`src/rtl/ps2_kbd_rx_fifo.sv`:
```
// PS/2 keyboard receiver: synchronises ps2_clk/ps2_data, deserialises
// 11-bit frames, folds E0/F0 prefixes into {ext, brk, code} events and
// buffers them in a power-of-two first-word-fall-through FIFO.
//
// Ports:
//   clk        system clock
//   clrn       synchronous active-low reset
//   ps2_clk    PS/2 clock from keyboard (async)
//   ps2_data   PS/2 data from keyboard (async)
//   nextdata_n active-low pop, honoured when ready is high
//   data       head-of-FIFO scan code
//   ext        head event had an E0 prefix
//   brk        head event had an F0 prefix (key release)
//   ready      FIFO non-empty
//   overflow   sticky: an event was dropped on a full FIFO
//   frame_err  one-cycle pulse on a bad frame or a mid-frame timeout
//
// Optional build macro PS2_TYPEMATIC_FILTER_EN: discard make events that
// repeat the last pushed make {ext, code} (typematic auto-repeat).

module ps2_kbd_rx_fifo #(
   parameter int FIFO_DEPTH  = 8,
   parameter int TIMEOUT_CYC = 50000,
   parameter int SYNC_STAGES = 3
) (
   input  logic       clk,
   input  logic       clrn,
   input  logic       ps2_clk,
   input  logic       ps2_data,
   input  logic       nextdata_n,
   output logic [7:0] data,
   output logic       ext,
   output logic       brk,
   output logic       ready,
   output logic       overflow,
   output logic       frame_err
);

   localparam int AW = $clog2(FIFO_DEPTH);
   localparam int TW = (TIMEOUT_CYC > 1) ? $clog2(TIMEOUT_CYC) : 1;
   localparam logic [TW-1:0] TMO_MAX = TW'(TIMEOUT_CYC - 1);

   // ------------------------------------------------------------------
   // Input synchronisers and falling-edge strobe
   // ------------------------------------------------------------------
   logic [SYNC_STAGES-1:0] clk_sync;
   logic [SYNC_STAGES-1:0] dat_sync;
   logic                   clk_prev;
   logic                   strobe;
   logic                   bit_in;

   // Reset to the idle-high line level so reset release never
   // fabricates a falling edge.
   always_ff @(posedge clk) begin
      if (!clrn) begin
         clk_sync <= '1;
         dat_sync <= '1;
         clk_prev <= 1'b1;
      end else begin
         clk_sync <= {clk_sync[SYNC_STAGES-2:0], ps2_clk};
         dat_sync <= {dat_sync[SYNC_STAGES-2:0], ps2_data};
         clk_prev <= clk_sync[SYNC_STAGES-1];
      end
   end

   assign strobe = clk_prev & ~clk_sync[SYNC_STAGES-1];
   assign bit_in = dat_sync[SYNC_STAGES-1];

   // ------------------------------------------------------------------
   // Frame FSM
   // ------------------------------------------------------------------
   typedef enum logic [1:0] {
      IDLE  = 2'd0,
      SHIFT = 2'd1,
      CHECK = 2'd2
   } state_t;

   state_t          state;
   logic [3:0]      bit_cnt;
   logic [9:0]      frame;
   logic [TW-1:0]   tmo_cnt;
   logic            frame_ok;
   logic            ext_pend;
   logic            brk_pend;
   logic            is_e0;
   logic            is_f0;

   assign is_e0 = (frame[7:0] == 8'hE0);
   assign is_f0 = (frame[7:0] == 8'hF0);

   // Frame bits shift in from the top. Before the stop strobe, the
   // 8 data bits plus parity sit in frame[9:1], so the verdict is
   // registered on that strobe and frame_err lands in the CHECK cycle.
   always_ff @(posedge clk) begin
      if (!clrn) begin
         state     <= IDLE;
         bit_cnt   <= '0;
         frame     <= '0;
         tmo_cnt   <= '0;
         frame_ok  <= 1'b0;
         frame_err <= 1'b0;
         ext_pend  <= 1'b0;
         brk_pend  <= 1'b0;
      end else begin
         frame_err <= 1'b0;
         unique case (state)
            IDLE: begin
               tmo_cnt <= '0;
               if (strobe && !bit_in) begin
                  state   <= SHIFT;
                  bit_cnt <= 4'd1;
               end
            end
            SHIFT: begin
               if (strobe) begin
                  tmo_cnt <= '0;
                  frame   <= {bit_in, frame[9:1]};
                  if (bit_cnt == 4'd10) begin
                     state     <= CHECK;
                     frame_ok  <= bit_in & (^frame[9:1]);
                     frame_err <= ~(bit_in & (^frame[9:1]));
                  end else begin
                     bit_cnt <= bit_cnt + 4'd1;
                  end
               end else if (tmo_cnt == TMO_MAX) begin
                  // Stalled frame: drop it, keep any prefix state.
                  state     <= IDLE;
                  frame_err <= 1'b1;
               end else begin
                  tmo_cnt <= tmo_cnt + 1'b1;
               end
            end
            CHECK: begin
               state <= IDLE;
               if (!frame_ok) begin
                  ext_pend <= 1'b0;
                  brk_pend <= 1'b0;
               end else if (is_e0) begin
                  ext_pend <= 1'b1;
               end else if (is_f0) begin
                  brk_pend <= 1'b1;
               end else begin
                  ext_pend <= 1'b0;
                  brk_pend <= 1'b0;
               end
            end
            default: state <= IDLE;
         endcase
      end
   end

   // ------------------------------------------------------------------
   // Event generation and optional typematic filter
   // ------------------------------------------------------------------
   logic       evt_en;
   logic [9:0] evt;
   logic       push;

   assign evt_en = (state == CHECK) & frame_ok & ~is_e0 & ~is_f0;
   assign evt    = {ext_pend, brk_pend, frame[7:0]};

`ifdef PS2_TYPEMATIC_FILTER_EN
   logic       rec_vld;
   logic [8:0] rec;
   logic       repeat_hit;

   assign repeat_hit = rec_vld & ~brk_pend & (rec == {ext_pend, frame[7:0]});
   assign push       = evt_en & ~repeat_hit;

   // A break forgets the held key so the next press of it is pushed.
   always_ff @(posedge clk) begin
      if (!clrn) begin
         rec_vld <= 1'b0;
         rec     <= '0;
      end else if (evt_en) begin
         if (brk_pend) begin
            rec_vld <= 1'b0;
         end else begin
            rec_vld <= 1'b1;
            rec     <= {ext_pend, frame[7:0]};
         end
      end
   end
`else
   assign push = evt_en;
`endif

   // ------------------------------------------------------------------
   // Event FIFO
   // ------------------------------------------------------------------
   logic [9:0]    mem [FIFO_DEPTH];
   logic [AW:0]   wp;
   logic [AW:0]   rp;
   logic          empty;
   logic          full;
   logic          pop;
   logic [AW-1:0] rd_idx;

   assign empty = (wp == rp);
   assign full  = (wp[AW] != rp[AW]) && (wp[AW-1:0] == rp[AW-1:0]);
   assign pop   = ~nextdata_n & ~empty;

   // A pop in the same cycle frees the slot the push needs.
   always_ff @(posedge clk) begin
      if (!clrn) begin
         wp       <= '0;
         rp       <= '0;
         overflow <= 1'b0;
         for (int i = 0; i < FIFO_DEPTH; i++) begin
            mem[i] <= '0;
         end
      end else begin
         if (pop) begin
            rp <= rp + 1'b1;
         end
         if (push) begin
            if (!full || pop) begin
               mem[wp[AW-1:0]] <= evt;
               wp              <= wp + 1'b1;
            end else begin
               overflow <= 1'b1;
            end
         end
      end
   end

   // When empty, present the most recently popped entry.
   assign rd_idx = empty ? (rp[AW-1:0] - AW'(1)) : rp[AW-1:0];
   assign {ext, brk, data} = mem[rd_idx];
   assign ready = ~empty;

endmodule

```
`config.mk`:
```
export PLATFORM = sky130hd
export DESIGN_NAME = ps2_kbd_rx_fifo
export DESIGN_NICKNAME = d
export VERILOG_FILES = /design/src/rtl/ps2_kbd_rx_fifo.sv
export SDC_FILE = /design/constraint.sdc
export NUM_CORES = 1
export LEC_CHECK = 0
export CORE_UTILIZATION = 65
export CTS_BUF_LIST = sky130_fd_sc_hd__clkbuf_8
export DETAILED_ROUTE_END_ITERATION = 10
export GPL_ROUTABILITY_DRIVEN = 0
export GPL_TIMING_DRIVEN = 0
export PLACE_DENSITY = 0.82
export SLEW_MARGIN = 20
export SYNTH_ARGS = -nofsm -noshare
export SYNTH_HDL_FRONTEND = slang
export SYNTH_SLANG_ARGS = --single-unit
```
`constraint.sdc`:
```
create_clock -name clk -period 6.6 [get_ports clk]
set_input_delay 1.32 -clock clk [delete_from_list [all_inputs] [get_ports clk]]
set_output_delay 1.32 -clock clk [all_outputs]
set_load 0.1 [all_outputs]
```
==> results.cfg, run 1 <==
[sta]
setup_viol = 0
period_minus_slack_ps = 6040
rsz0062_at_grt = no
drv_slew = 0
max-slew-margin-rel_pct = 34.8
fin_skew_ps = 9.91
hold_viol_final = 0
hold_slack_ps = 410
timing.fmax_mhz = 165
worst_slew_pin_slew_ps = 974
setup_tns_ps = 0
fin_crit_sh_pct = 91.6

[clock_network]
cts_setup_buffers = 0
clock-sinks = 132
cts_resized = 0
clk_pin_slew_ps = 80
cts_buffers = 17
cts-root-buf = clkbuf_8
clockBufferDepth = 2
cts_max_level = 4
cts_tree = built
ctsHoldBuffers = 0
insertion_delay_ps = 460

[grt]
grt_pass1_wl_um = 26100
grt_use_total_pct = 34.1
grt_pass1_vias = 4958
grt_antenna_before_repair = 0
grt_max_degree = 17
grt_overflow = 0

[detailed_routing]
viasPerCell = 6.58
drt_iter0_markers = 694
drc_errors = 0
vias = 5168
wire_per_inst_um = 21.1
drt_first_pass_iters = 7
routed_wl_um = 16600
ant_nets = 0

[worst_setup_path]
crit_arrival_ps = 4720
start_kind = register
path_class = reg2out
worstSetupEndpointType = output pin
cp_max_fo = 10
ff2ff_path_depth = 7
cp.required_ps = 5280

[synth]
synth_largest_area_cell = edfxtp_1
ys_ff_latch = 132
syn_area_per_cell_um2 = 11.2
syn_area_um2 = 6690
async_reset_ff_share_pct = 0
synth_area_leaders = edfxtp_1 36%, dfxtp_1 16%, mux4_2 13%
synth_top_area_share_pct = 35.9
synth_cells = 597
ys.flop_type = edfxtp_1
synth_nets = 608
yosysUniqueCellTypes = 55
yosys_warnings = 0
yosysSeqAreaShare_pct = 51.4
synth-edff-count = 80

[floorplan]
fp.dieH_um = 103
fp.coreArea_um2 = 9860
rows = 36
die_area_um2 = 10700
die_w_um = 103
start_util_pct = 67.9
ios = 18

[layout]
multi_input_area_um2 = 3060
fin_nets = 651
layout-drive-gt1-share_pct = 17.2
register_area_um2 = 3440
fill_cells = 612
n_antenna_cell = 0
final_common_cell = nor2_1
area_growth_pct = 12.3
mostFrequentLayoutCells = 101 x nor2_1, 80 x edfxtp_1, 68 x nand2_1

[run]
maxCapViolations = 0

[placed_design]
portBuffers = 17
hpwl_um = 11700

[min_path]
hp-class = reg2reg
min_path_cells = 1

[power]
cellLeakagePower_nw = 2.43
power.density_nw_per_um2 = 223
ir_drop_mv = 0.137

[status]
run_status = finished, final reports clean
[final timing paths]
check,startpoint,slack [ps],to
setup / recovery,rp[1],560,data[7]
setup reg to reg,rp[1],3910,rp[1]
hold reg to reg,dat_sync[0],410,dat_sync[1]
hold / removal,dat_sync[0],410,dat_sync[1]
[registers in the layout (all words and copies together) (netlist names)]
name       cells
state          2
bit_cnt        4
wp             4
ext_pend       1
clk_sync       3
mem           80
rp             4
frame         10
frame_ok       1
overflow       1
clk_prev       1
frame_err      1
brk_pend       1
dat_sync       3
tmo_cnt       16
[worst max-delay path: stages, from the launching register on]
cell and delay (ps):
dfxtp_1 340, buf_4 170, clkbuf_1 650, inv_1 110, ha_1 350, clkbuf_1 640, mux4_2 350, nand2_1 70
a31oi_1 360, clkdlybuf4s50_1 1200
[area by class of cell]
type                    instances  area share, %
repair buffers                 24           2.93
flip-flops and latches        132           45.8
multi-input cells             418           40.7
inverters                      10          0.499
plain buffers                  37           2.53
clock inverters                14           2.05
well taps                     133           2.21
clock buffers                  18           3.30
[metal layers]
layer	track usage (%)	share of wire (%)	vias up
li1	-	-	2273
met1	43.3	37	2474
met2	55.3	49	366
met3	8.33	11	55
met4	16.6	2.8	0
met5	0	0	-
[Yosys cell counts, types with 3 or more instances]
| library cell | n |
|---|---|
| nor2_1 | 101 |
| edfxtp_1 | 80 |
| nand2_1 | 68 |
| dfxtp_1 | 52 |
| mux4_2 | 40 |
| a21oi_1 | 26 |
| nand2b_1 | 21 |
| clkbuf_1 | 20 |
| xor2_1 | 15 |
| nor2b_1 | 14 |
| a31oi_1 | 11 |
| a211oi_1 | 10 |
| nor3_1 | 10 |
| xnor2_1 | 10 |
| nand3_1 | 9 |
| buf_2 | 8 |
| inv_1 | 8 |
| o21ai_0 | 8 |
| buf_4 | 7 |
| o31ai_1 | 7 |
| and3_1 | 6 |
| ha_1 | 6 |
| or3_1 | 6 |
| nand4_1 | 5 |
| nor4_1 | 4 |
| o21ai_1 | 4 |
| mux2i_1 | 3 |
| o2111ai_1 | 3 |
[kinds of logic after synthesis]
group / synth area share, %
and+or+nand+nor: 18.4
DFF: 51.4
AOI/OAI and AO/OA: 8.13
buffers and inverters: 3.40
muxes: 13.9
adders and majority gates: 1.12
xor gates and xnor gates: 3.61
[power breakdown]
part | leakage [nW] | switching (W) | internal (W)
sequential | 1.21 | 0.0000122 | 0.000894
combinational | 1.02 | 0.0000558 | 0.0000306
clock | 0.198 | 0.000337 | 0.000349
[per-stage QoR]
stage	setup WS, ps	util [%]	total power, W	instance area, µm²	cells
after floorplan	1640	-	0.000978	6690	597
after global placement	1230	71.3	0.00100	7030	747
after detailed placement	1200	72.1	0.00101	7110	754
after CTS	687	76.2	0.00168	7520	786
after global routing	450	76.2	0.00172	7520	786
final	557	76.2	0.00168	7520	786
No activity file was read; power rests on OpenSTA's default activity.
==> run 2, diff against run 1 <==
Clock period 6.6 ns to 7.3 ns, I/O delays scaled along.
==> results of run 2 <==
Same layout as run 1 (identical final DEF). Status: finished, final reports clean.
Among the figures that moved: setup slack after placement 1200 ps -> 1760 ps; setup slack after layout 557 ps -> 1120 ps; register-to-register setup slack 3910 ps -> 4610 ps; total power 0.00168 W -> 0.00152 W; worst IR drop on VDD 0.137 mV -> 0.124 mV
